===== config.mk =====
export PLATFORM = sky130hd
export DESIGN_NAME = uart_rx_os
export DESIGN_NICKNAME = d
export VERILOG_FILES = /design/src/rtl/uart_rx_os.sv
export SDC_FILE = /design/constraint.sdc
export NUM_CORES = 1
export LEC_CHECK = 0
export ABC_AREA = 1
export ABC_CLOCK_PERIOD_IN_PS = 1940
export BUFFER_PORTS_ARGS = -buffer_cell sky130_fd_sc_hd__buf_2
export CORE_ASPECT_RATIO = 0.7
export CORE_MARGIN = 8
export CORE_UTILIZATION = 50
export DETAILED_ROUTE_END_ITERATION = 8
export GPL_TIMING_DRIVEN = 0
export PLACE_DENSITY = 0.68
export SYNTH_ARGS = -nofsm -noshare
export SYNTH_HDL_FRONTEND = slang
export SYNTH_SLANG_ARGS = --single-unit

===== constraint.sdc =====
create_clock -name clk_50 -period 1.94 [get_ports clk_50]
set_input_delay 0.194 -clock clk_50 [delete_from_list [all_inputs] [get_ports clk_50]]
set_output_delay 0.194 -clock clk_50 [all_outputs]
set_load 0.01 [all_outputs]

===== src/rtl/uart_rx_os.sv =====
// uart_rx_os: oversampling UART receiver clocked directly from the system clock.
// A baud-tick generator drives a per-bit sample counter.
// Each bit is decided by a 3-sample majority vote around mid-bit.
// A received word is held with a valid/ack handshake, per-word error flags and a sticky overrun flag.
`timescale 1ns/1ps

module uart_rx_os #(
    parameter int CLK_FREQ   = 50000000,
    parameter int BAUD       = 9600,
    parameter int OVERSAMPLE = 16,
    parameter int DATA_BITS  = 8,
    parameter int PARITY     = 0,
    parameter int STOP_BITS  = 1
) (
    input  logic                 clk_50,
    input  logic                 rst,
    input  logic                 rx_in,
    output logic [DATA_BITS-1:0] rx_data,
    output logic                 rx_valid,
    input  logic                 rx_ack,
    output logic                 frame_err,
    output logic                 parity_err,
    output logic                 rx_overrun,
    output logic                 rx_busy
);

    localparam int DIV = (CLK_FREQ + BAUD * OVERSAMPLE / 2) / (BAUD * OVERSAMPLE);
    localparam int TW  = (DIV > 1) ? $clog2(DIV) : 1;
    localparam int SW  = $clog2(OVERSAMPLE);
    localparam int M   = OVERSAMPLE / 2;
    localparam int BW  = (DATA_BITS > 1) ? $clog2(DATA_BITS) : 1;
    localparam logic ODD_PARITY = (PARITY == 1);

    typedef enum logic [2:0] {
        IDLE,
        START,
        DATA,
        PAR,
        STOP,
        WAIT_IDLE
    } state_t;

    state_t               state;
    state_t               state_next;
    logic                 sync1;
    logic                 sync2;
    logic                 rx_s;
    logic [TW-1:0]        tick_cnt;
    logic                 tick;
    logic [SW-1:0]        s_cnt;
    logic                 samp_a;
    logic                 samp_b;
    logic                 maj;
    logic [DATA_BITS-1:0] shreg;
    logic [BW-1:0]        bit_cnt;
    logic                 stop_cnt;
    logic                 ferr_acc;
    logic                 perr_acc;
    logic                 hi_run;
    logic                 start_det;
    logic                 at_vote;
    logic                 bit_end;
    logic                 last_data;
    logic                 last_stop;
    logic                 complete;
    logic                 frame_bad;

    // Bit decision: two of the three mid-bit samples win.
    function automatic logic majority3(input logic a, input logic b, input logic c);
        return (a & b) | (a & c) | (b & c);
    endfunction

    assign rx_s      = sync2;
    assign tick      = (tick_cnt == TW'(DIV - 1));
    assign start_det = (state == IDLE) && !rx_s;
    assign at_vote   = tick && (s_cnt == SW'(M + 1));
    assign bit_end   = tick && (s_cnt == SW'(OVERSAMPLE - 1));
    assign maj       = majority3(samp_a, samp_b, rx_s);
    assign last_data = (bit_cnt == BW'(DATA_BITS - 1));
    assign last_stop = (stop_cnt == 1'(STOP_BITS - 1));
    // The frame ends at the vote of the last stop bit, leaving half a bit to resync.
    assign complete  = (state == STOP) && at_vote && last_stop;
    assign frame_bad = ferr_acc | ~maj;
    assign rx_busy   = (state != IDLE);

    // Two-flop synchroniser for the asynchronous line; idles high.
    always_ff @(posedge clk_50) begin
        if (rst) begin
            sync1 <= 1'b1;
            sync2 <= 1'b1;
        end else begin
            sync1 <= rx_in;
            sync2 <= sync1;
        end
    end

    // Baud tick generator, re-phased to the detected start edge.
    always_ff @(posedge clk_50) begin
        if (rst) begin
            tick_cnt <= '0;
        end else if (start_det || tick) begin
            tick_cnt <= '0;
        end else begin
            tick_cnt <= tick_cnt + TW'(1);
        end
    end

    // FSM state register.
    always_ff @(posedge clk_50) begin
        if (rst) begin
            state <= IDLE;
        end else begin
            state <= state_next;
        end
    end

    // FSM next-state logic.
    always_comb begin
        state_next = state;
        case (state)
            IDLE: begin
                if (!rx_s) state_next = START;
            end
            START: begin
                if (at_vote && maj) state_next = IDLE;
                else if (bit_end)   state_next = DATA;
            end
            DATA: begin
                if (bit_end && last_data) state_next = (PARITY != 0) ? PAR : STOP;
            end
            PAR: begin
                if (bit_end) state_next = STOP;
            end
            STOP: begin
                if (complete) state_next = frame_bad ? WAIT_IDLE : IDLE;
            end
            WAIT_IDLE: begin
                if (tick && hi_run && rx_s) state_next = IDLE;
            end
            default: state_next = IDLE;
        endcase
    end

    // Per-bit timing, sampling, shifting and error accumulation for the frame in flight.
    always_ff @(posedge clk_50) begin
        if (rst) begin
            s_cnt    <= '0;
            samp_a   <= 1'b1;
            samp_b   <= 1'b1;
            shreg    <= '0;
            bit_cnt  <= '0;
            stop_cnt <= 1'b0;
            ferr_acc <= 1'b0;
            perr_acc <= 1'b0;
            hi_run   <= 1'b0;
        end else if (start_det) begin
            s_cnt    <= '0;
            bit_cnt  <= '0;
            stop_cnt <= 1'b0;
            ferr_acc <= 1'b0;
            perr_acc <= 1'b0;
            hi_run   <= 1'b0;
        end else begin
            if (tick && state != IDLE && state != WAIT_IDLE) begin
                s_cnt <= bit_end ? '0 : s_cnt + SW'(1);
                if (s_cnt == SW'(M - 1)) samp_a <= rx_s;
                if (s_cnt == SW'(M))     samp_b <= rx_s;
            end
            if (state == DATA && at_vote) shreg <= {maj, shreg[DATA_BITS-1:1]};
            if (state == DATA && bit_end && !last_data) bit_cnt <= bit_cnt + BW'(1);
            if (state == PAR && at_vote) perr_acc <= (^shreg) ^ maj ^ ODD_PARITY;
            if (state == STOP && at_vote && !maj) ferr_acc <= 1'b1;
            if (state == STOP && bit_end) stop_cnt <= 1'b1;
            // A full tick interval of high line is needed before leaving WAIT_IDLE.
            if (state == WAIT_IDLE) begin
                if (!rx_s)     hi_run <= 1'b0;
                else if (tick) hi_run <= 1'b1;
            end else begin
                hi_run <= 1'b0;
            end
        end
    end

    // Holding register and handshake; a new word always wins over a same-cycle ack.
    always_ff @(posedge clk_50) begin
        if (rst) begin
            rx_data    <= '0;
            rx_valid   <= 1'b0;
            frame_err  <= 1'b0;
            parity_err <= 1'b0;
            rx_overrun <= 1'b0;
        end else if (complete) begin
            rx_data    <= shreg;
            frame_err  <= frame_bad;
            parity_err <= perr_acc;
            rx_valid   <= 1'b1;
            if (rx_valid && !rx_ack) rx_overrun <= 1'b1;
        end else if (rx_ack) begin
            rx_valid <= 1'b0;
        end
    end

endmodule


==> results.cfg <==
[place]
pre_cts_ws_ns = 0.153
gp_congestion = 0.814
dp.final_hpwl_um = 3240
port_buffers = 16
place_area_mm2 = 0.00241

[cells_and_area]
final_nets = 333
antenna_cells = 0
drive_gt1_share_pct = 17.3
syn_to_final_growth_pct = 12.8
fin_area_mm2 = 0.00255

[clock_tree]
clk_pin_slew_ns = 0.08
cts_sinks = 47
htree_levels = 2
clk_latency_ns = 0.30
cts-root-buf = clkbuf_8
hold_buffers = 0
numCtsBuffers = 5
clock_path_buffers = 2
tritoncts = done

[worst_hold_path]
hold_depth = 2
min_to = sync1$_SDFF_PP1_
hp-class = in2reg
hold_start = rx_in

[yosys]
syn_area_mm2 = 0.00226
syn_inst = 296
synth_compound_area_share_pct = 14.0
ys.flop_type = dfxtp_1
synth.distinct_cells = 32
yosysMostFrequentCell = dfxtp_1
synth_xor_area_share_pct = 3.10
ys_async_sr_fraction_pct = 0
synth_top_family_by_area = simple AND/OR/NAND/NOR gates
yosysTopAreaCellShare_pct = 41.7
yosysTopAreaCell = dfxtp_1
yosys_warnings = 0
muxShareOfSynthArea_pct = 0
synthSimpleGateAreaFrac_pct = 28.0
syn-num-nets = 307
synth_edf_count = 0
netlist_top_cells_area = dfxtp_1 42%, nor2_1 7.6%, inv_1 7.2%
ys_ff_latch = 47
synth_fa_ha_area_share_pct = 3.88
yosysSeqAreaShare_pct = 41.7
netlist_top_cells_count = 47 x dfxtp_1, 46 x nor2_1, 43 x inv_1, 33 x nand2_1, 21 x a21oi_1
synth.avg_cell_area_um2 = 7.63

[setup_path]
r2r_end = shreg[0]$_SDFFE_PP0P_
r2r_start = tick_cnt[0]$_SDFF_PP0_
rr_worst_depth = 8
startpoint = tick_cnt[0]$_SDFF_PP0_
cp.required_ns = 2.18
ff2ff_setup_slack_ns = 0.15
critical-path-max-stage-delay_ns = 0.42
cp_cell_sequence = ha_1 > nand2_1 > nor2_4 > nand3_4 > nor3_4 > buf_4 > o21ai_0 > nor2_1
worstPathMaxFanout = 8
crit_path_end_kind = flop
cp_slowest_cell = dfxtp_1
start_kind = flop
cp.arrival_ns = 2.03
worstSetupPathType = reg2reg

[grt]
grt_pass1_vias = 1607
grt_pass1_wl_um = 7110
grt_start_max_net_pins = 15
antenna_found_initial = 0
grt.overflow.total = 0
grt.total_usage_pct = 13.0

[routing]
vias = 1838
drt_wl_total_um = 4230
route.detailed.drc = 0
drt-initial-drc-count = 81
drtPass1Iterations = 4
wl_per_cell_um = 11.2
ant_nets = 0
via_per_inst = 4.86

[timing]
layout_setup_ws_ns = 0.152
fin_worst_skew_ns = 0.00648
holdWs_ns = 0.0705
setup_viol = 0
max_freq_mhz = 559
hold_viol = 0
fin_crit_sh_pct = 92.2
worst_slew_pin_slew_ns = 0.359
slew_headroom_pct = 76.1
drv_slew = 0
min_period_ns = 1.79

[floorplanning]
ioPinCount = 17
die_x_um = 96.3
initial_core_util_pct = 52.1
core_mm2 = 0.00433
rows = 20
dieArea_mm2 = 0.00695
die_h_um = 72.2

[flow_run]
maxCapViolations = 0

[power]
cellLeakagePower_nw = 1.13
powerDensity_mw_per_mm2 = 940
peakVddDrop_uv = 491

[outcome]
status = complete, no violations
placed cells by master, fill, tap and decap left out, types with 2 or more instances in the layout:
master and instances:
dfxtp_1 47, nor2_1 46, inv_1 43, nand2_1 33
a21oi_1 21, buf_2 16, o21ai_0 14, o21ai_1 13
nand3_1 12, nand2_2 8, nand4_1 8, ha_1 7
xor2_1 6, nor3_1 6, clkbuf_8 6, inv_2 5
nor2_2 3, buf_4 3, nor2_4 2, nand3_4 2
o21ai_4 2, xnor2_1 2, buf_6 2, clkbuf_1 2
or2_2 2
stage by stage:
step           total power, W  cells  utilization (%)  setup TNS (ns)
2_1_floorplan         0.00156    296                -               0
3_3_place_gp          0.00167    367             55.6               0
3_5_place_dp          0.00168    367             55.6               0
4_1_cts               0.00243    375             58.3               0
5_1_grt               0.00255    378             58.8         -0.0151
6_report              0.00239    378             58.8               0
kinds of logic after synthesis:
group | Yosys count
simple gates | 127
compound gates | 55
buf+inv | 52
flops | 47
xor+xnor | 8
fa+ha+maj | 7
power by group:
part,switching [W],leakage [nW],internal (W)
clock,0.000313,0.0612,0.000417
sequential,0.0000613,0.380,0.00101
combinational,0.000394,0.693,0.000202
total,0.000769,1.13,0.00163
repair_timing:
action | in CTS | in global routing
setup buffers | 0 | 3
resized for setup | 0 | 0
setup endpoints to repair | 0 | 4
cell type report:
cell class,instances,area [um2]
flip-flops and latches,47,941
repair buffers,19,103
clock inverters,2,35.0
fillers,423,1780
inverters,48,180
multi-input cells,197,1110
plain buffers,4,30.0
clock buffers,6,82.6
well taps,55,68.8
worst max path at each step:
stage / slack [ns] / end / cells after the start
3_5_place_dp: 0.15 / rx_data[1]$_SDFFE_PP0P_ / 9
5_1_grt: -0.01 / shreg[4]$_SDFFE_PP0P_ / 8
2_1_floorplan: 0.41 / shreg[0]$_SDFFE_PP0P_ / 8
6_report: 0.15 / shreg[0]$_SDFFE_PP0P_ / 8
4_1_cts: 0.15 / rx_data[1]$_SDFFE_PP0P_ / 9
3_3_place_gp: 0.17 / shreg[3]$_SDFFE_PP0P_ / 8
registers in the layout, indices dropped and copies added (netlist names):
register / count
hi_run: 1
tick_cnt: 9
rx_valid: 1
bit_cnt: 3
ferr_acc: 1
s_cnt: 4
rx_s: 1
samp_b: 1
shreg: 8
samp_a: 1
stop_cnt: 1
perr_acc: 1
frame_err: 1
parity_err: 1
sync1: 1
rx_overrun: 1
rx_data: 8
state: 3
worst max-delay path, delay by kind of cell (launching register included):
family / cells / cell delay, ns
simple gates: 5 / 0.87
flops: 1 / 0.42
buf+inv: 1 / 0.18
fa+ha+maj: 1 / 0.18
compound gates: 1 / 0.08
layer usage:
| layer | part of all wire, % | wire length [um] | track usage, % | vias to the layer above |
|---|---|---|---|---|
| met3 | 5.2 | 222 | 3.92 | 8 |
| met2 | 40 | 1710 | 18.8 | 22 |
| met4 | 1.4 | 61 | 5.02 | 0 |
| met1 | 53 | 2230 | 17.4 | 806 |
| met5 | 0 | 0 | 0 | - |
| li1 | - | - | - | 1002 |
(Power assumes the default switching activity.)
